### config.mk
export PLATFORM = sky130hd
export DESIGN_NAME = riscv_regfile_sb
export DESIGN_NICKNAME = d
export VERILOG_FILES = /design/src/rtl/riscv_regfile_sb.sv
export SDC_FILE = /design/constraint.sdc
export NUM_CORES = 2
export LEC_CHECK = 0
export ABC_CLOCK_PERIOD_IN_PS = 7600
export CAP_MARGIN = 5
export CELL_PAD_IN_SITES_DETAIL_PLACEMENT = 1
export CELL_PAD_IN_SITES_GLOBAL_PLACEMENT = 1
export CORE_AREA = 3 3 401 502
export CTS_BUF_LIST = sky130_fd_sc_hd__clkbuf_8
export DETAILED_ROUTE_END_ITERATION = 8
export DIE_AREA = 0 0 404 505
export PLACE_DENSITY_LB_ADDON = 0.15
export SETUP_SLACK_MARGIN = 0.3
export SKIP_LAST_GASP = 1
export SLEW_MARGIN = 20
export SYNTH_ARGS = -nofsm -noshare
export SYNTH_HDL_FRONTEND = slang
export SYNTH_SLANG_ARGS = --single-unit
### constraint.sdc
create_clock -name clk_in -period 7.6 [get_ports clk_in]
set_clock_uncertainty 0.1 [all_clocks]
set_input_delay 0.76 -clock clk_in [delete_from_list [all_inputs] [get_ports clk_in]]
set_output_delay 0.76 -clock clk_in [all_outputs]
set_load 0.03 [all_outputs]
### src/rtl/riscv_regfile_sb.sv
// Integer register file with a per-register busy scoreboard, NREAD combinational
// read ports, one writeback port with optional bypass, and a post-reset clear sweep.
module riscv_regfile_sb #(
   parameter  int unsigned XLEN   = 32,
   parameter  int unsigned NREGS  = 32,
   parameter  int unsigned NREAD  = 2,
   parameter  int unsigned BYPASS = 1,
   localparam int unsigned AW     = $clog2(NREGS)
) (
   input  logic                     clk_in,
   input  logic                     rst_in,
   output logic                     ready_out,
   input  logic [NREAD*AW-1:0]      ra_in,
   output logic [NREAD*XLEN-1:0]    rdata_out,
   output logic [NREAD-1:0]         rbusy_out,
   input  logic                     issue_valid_in,
   input  logic [AW-1:0]            issue_rd_in,
   input  logic                     wb_valid_in,
   input  logic [AW-1:0]            wb_rd_in,
   input  logic [XLEN-1:0]          wb_data_in,
   output logic [NREGS-1:0]         busy_out,
   input  logic [AW-1:0]            dbg_addr_in,
   output logic [XLEN-1:0]          dbg_data_out
);

   localparam logic [AW-1:0] LAST_IDX = AW'(NREGS - 1);

   typedef enum logic {S_CLEAR, S_READY} state_t;

   state_t            state_q, state_d;
   logic [AW-1:0]     idx_q, idx_d;
   logic [NREGS-1:0]  busy_q, busy_d;
   logic              we;
   logic [AW-1:0]     waddr;
   logic [XLEN-1:0]   wdata;
   logic [XLEN-1:0]   regs [NREGS];
   logic [AW-1:0]     ra;

   // State, sweep index and scoreboard registers
   always_ff @(posedge clk_in) begin
      if (rst_in) begin
         state_q <= S_CLEAR;
         idx_q   <= AW'(1);
         busy_q  <= '0;
      end else begin
         state_q <= state_d;
         idx_q   <= idx_d;
         busy_q  <= busy_d;
      end
   end

   // Next-state, scoreboard update and array write selection
   always_comb begin
      state_d = state_q;
      idx_d   = idx_q;
      busy_d  = busy_q;
      we      = 1'b0;
      waddr   = wb_rd_in;
      wdata   = wb_data_in;
      case (state_q)
         S_CLEAR: begin
            we    = 1'b1;
            waddr = idx_q;
            wdata = '0;
            idx_d = idx_q + AW'(1);
            if (idx_q == LAST_IDX) state_d = S_READY;
         end
         S_READY: begin
            if (wb_valid_in && (wb_rd_in != '0)) begin
               we               = 1'b1;
               busy_d[wb_rd_in] = 1'b0;
            end
            // issue applied last so it wins a same-register collision
            if (issue_valid_in && (issue_rd_in != '0)) busy_d[issue_rd_in] = 1'b1;
         end
         default: state_d = S_CLEAR;
      endcase
   end

   // Storage array; x0 is never written and is masked on every read path
   always_ff @(posedge clk_in) begin
      if (we && !rst_in) regs[waddr] <= wdata;
   end

   // Read ports with optional same-cycle writeback forwarding
   always_comb begin
      rdata_out = '0;
      rbusy_out = '0;
      ra        = '0;
      for (int unsigned k = 0; k < NREAD; k++) begin
         ra = ra_in[k*AW +: AW];
         if ((state_q == S_READY) && (ra != '0)) begin
            if ((BYPASS != 0) && wb_valid_in && (wb_rd_in == ra)) begin
               rdata_out[k*XLEN +: XLEN] = wb_data_in;
            end else begin
               rdata_out[k*XLEN +: XLEN] = regs[ra];
               rbusy_out[k]              = busy_q[ra];
            end
         end
      end
   end

   assign dbg_data_out = ((state_q == S_READY) && (dbg_addr_in != '0)) ? regs[dbg_addr_in] : '0;
   assign busy_out     = busy_q;
   assign ready_out    = (state_q == S_READY);

endmodule

==> results.md <==
* EDFF count, synth at slightly above 1000
* Max transition margin at 0.2014
* Register area share after synthesis at 0.5353
* I/O Pins at 192
* RePlAce Congestion at between 0.7 and 0.8
* Worst IR Drop VDD at 0.0001818 V
* Most common library cell in the layout ignoring fill and taps: edfxtp_1
* Port Buffer Count at about 190
* Crit Reg-Reg Endpoint: regs[4][6]
* RSZ-0062 raised after global routing: no
* Asr flop ratio synth at 0
* Fin crit period at roughly 6000 ps
* Starting density of the core at 0.2992
* CP arrival at 5220 ps
* Unique masters post-synth at between 70 and 80
* Hold buffers post-CTS at 0
* CP max stage cell: clkdlybuf4s50_1
* Top delay family on crit path: buffers and inverters
* Cells after Synth at ~3700
* Synth top area share at 0.5224
* Yosys top cell by area: edfxtp_1
* First-pass GRT wire length at about 360000 um
* Post-Syn Area per Cell at approximately 16 um^2
* DRT Pass-1 Iters at 7
* DRC viols at 0
* Fmax at 164.4 MHz
* Ranking of synthesized cells by area: edfxtp_1, mux4_2, mux2i_1, a221oi_1, a22oi_1
* CTS H-Tree Depth at 4
* Worst Hold Path EP: busy_out[3]
* WP data required at around 6700 ps
* WL/cell at about 40 um
* Cts repair resizes at 0
* Final hold slack at 411.4 ps
* Hold/Removal Path Class: reg -> reg
* Global route overflow at 0
* Hold path start: busy_out[3]
* Hold Vio Cnt, Final at 0
* Crit Path Max Fanout at 17
* CP peak stage delay at around 1100 ps
* TritonCTS buffer count at 187
* Clk root buf: clkbuf_8
* Worst path bufs/invs at 4
* # nets final at 3957
* Largest net degree at the start of global routing at between 90 and 100
* R2R cell count at 6
* Design Power at 12.99 mW
* Die W at 404 um
* Run status: finished, final reports clean
* R2R Setup Slk at between 3000 and 4000 ps
* Post-Syn Nets at approximately 3800
* Main synth FF type: edfxtp_1
* First DRT Iteration DRCs at between 4000 and 5000
* Clock-pin slew on the worst setup and hold paths at 60 ps
* Placeable Area at between 150000 and 200000 um^2
* Pins Over Slew Limit at 0
* CP cell instances: clkdlybuf4s50_1 > buf_4 > xor2_1 > nor4_2 > nand3_1 > nor2_4 > buf_12 > a211o_1 > clkdlybuf4s50_1
* Setup CP Type: in -> out
* CP dominant cell by count: clkdlybuf4s50_1
* Routed WL at around 260000 um
* Die Area at just over 200000 um^2
* Aggregate global-route resource usage at 0.2496
* Mapped cell area at slightly below 60000 um^2
* Max_cap viols at 0
* Post-CTS Setup Inserts at 0
* Critical R2R Launch: ready_out
* Hold Crit Depth at 2
* Post-DP HPWL at between 150000 and 200000 um
* Worst Setup Start Kind: input port
* Final setup vio count at 0
* Total clock sinks at between 1000 and 1500
* Core Rows at approximately 180
* Slew of the pin with the lowest slew margin at roughly 1200 ps
* Flops & latches, synth at 1062
* Ratio of cells with drive above 1 in the final layout at 0.2411
* Vias in the first global route at 42911
* Total number of vias at just over 40000
* Via/cell ratio at 6.148
* Cell area power density at a little under 200 nW/um^2
* Routed Antenna Nets at 0
* Static leakage power at 21.96 nW
* Core Util, Final at 0.3430
* Commonest cells after routing, fill and taps aside: edfxtp_1, mux2i_1, mux4_2
* Die Ht at around 510 um
* Area Growth Syn to Fin at 14.64%
* Fin crit share at 0.8005
* Antenna violations before repair at 10
* Latest clock arrival within the worst-skew pair at 920 ps
* CTS tree: done
* Worst Setup End Kind: output pin
* Number of warnings issued by yosys at 0
* Setup TNS at 0 ps
* Max clock buf depth at 3
==> where the power goes <==
part           leakage [nW]  total, mW  internal, mW  switching, mW
logic                  10.6       1.44         0.546          0.895
registers              9.34       6.42          6.39         0.0352
clock network          1.99       5.13          2.54           2.59
==> worst max path at each step <==
stage | slack (ps) | startpoint | depth (start not counted) | to
floorplan | 3770 | wb_valid_in | 6 | regs[0][0]
global placement | 1570 | ra_in[2] | 9 | rdata_out[11]
detailed placement | 1520 | ra_in[2] | 9 | rdata_out[11]
CTS | 1520 | ra_in[2] | 9 | rdata_out[11]
global route | 1470 | ra_in[2] | 9 | rdata_out[1]
finish | 1520 | ra_in[2] | 9 | rdata_out[8]
==> state kept, by name, indices dropped and copies added, names as in the netlist <==
signal	cells
busy_out	32
regs	1024
idx_q	5
ready_out	1
==> worst reg2reg max path, stage by stage (launching register included) <==
cell and delay, ps:
dfxtp_4 930, buf_4 410, nand2_1 150, o32a_1 370, or3_1 700, nor2_4 860, buf_4 620
==> layer usage <==
metal / routed length, um / global-route usage
met5: 0 / 0
met4: 10590 / 0.09731
met3: 15100 / 0.04260
met2: 127100 / 0.4183
met1: 106500 / 0.3215
==> synth_stat cells, types with 9 or more instances <==
master	n
edfxtp_1	1024
nor2_1	68
mux2i_1	579
dfxtp_1	38
or3_1	35
xor2_1	9
a221oi_1	150
clkbuf_1	163
mux4_2	502
and2_1	34
a21oi_1	141
buf_6	28
o21ai_0	92
o211ai_1	13
buf_2	83
o22ai_1	64
a221o_1	31
nand2_1	81
o221ai_1	129
a22oi_1	154
o21ai_1	31
a211o_1	30
buf_4	53
o31ai_1	35
buf_1	21
nor2b_1	14
a21boi_1	28
==> cell families after synthesis <==
logic type | synth area share
mux | 0.2923
flops | 0.5353
compound gates | 0.1138
buf+inv | 0.03254
simple gates | 0.02383
xor+xnor | 0.001786
fa+ha+maj | 0.0004251
==> area by class of cell <==
class	count	area [um^2]
Multi-Input combinational cell	2301	25860
Clock buffer	192	2643
Clock inverter	147	794.5
Timing Repair Buffer	329	3367
Fill cell	20145	129300
Inverter	13	57.56
Tap cell	2576	3223
Antenna cell	6	15.01
Sequential cell	1062	31510
==> per-stage QoR <==
| step | cell area (um^2) | setup slack [ps] | instances |
|---|---|---|---|
| CTS | 67420 | 1517 | 6619 |
| finish | 67480 | 1516 | 6626 |
| floorplan | 58860 | 3774 | 3728 |
| global placement | 63830 | 1567 | 6274 |
| detailed placement | 63980 | 1519 | 6280 |
| global route | 67470 | 1465 | 6622 |
No activity file was read; power rests on OpenSTA's default activity.
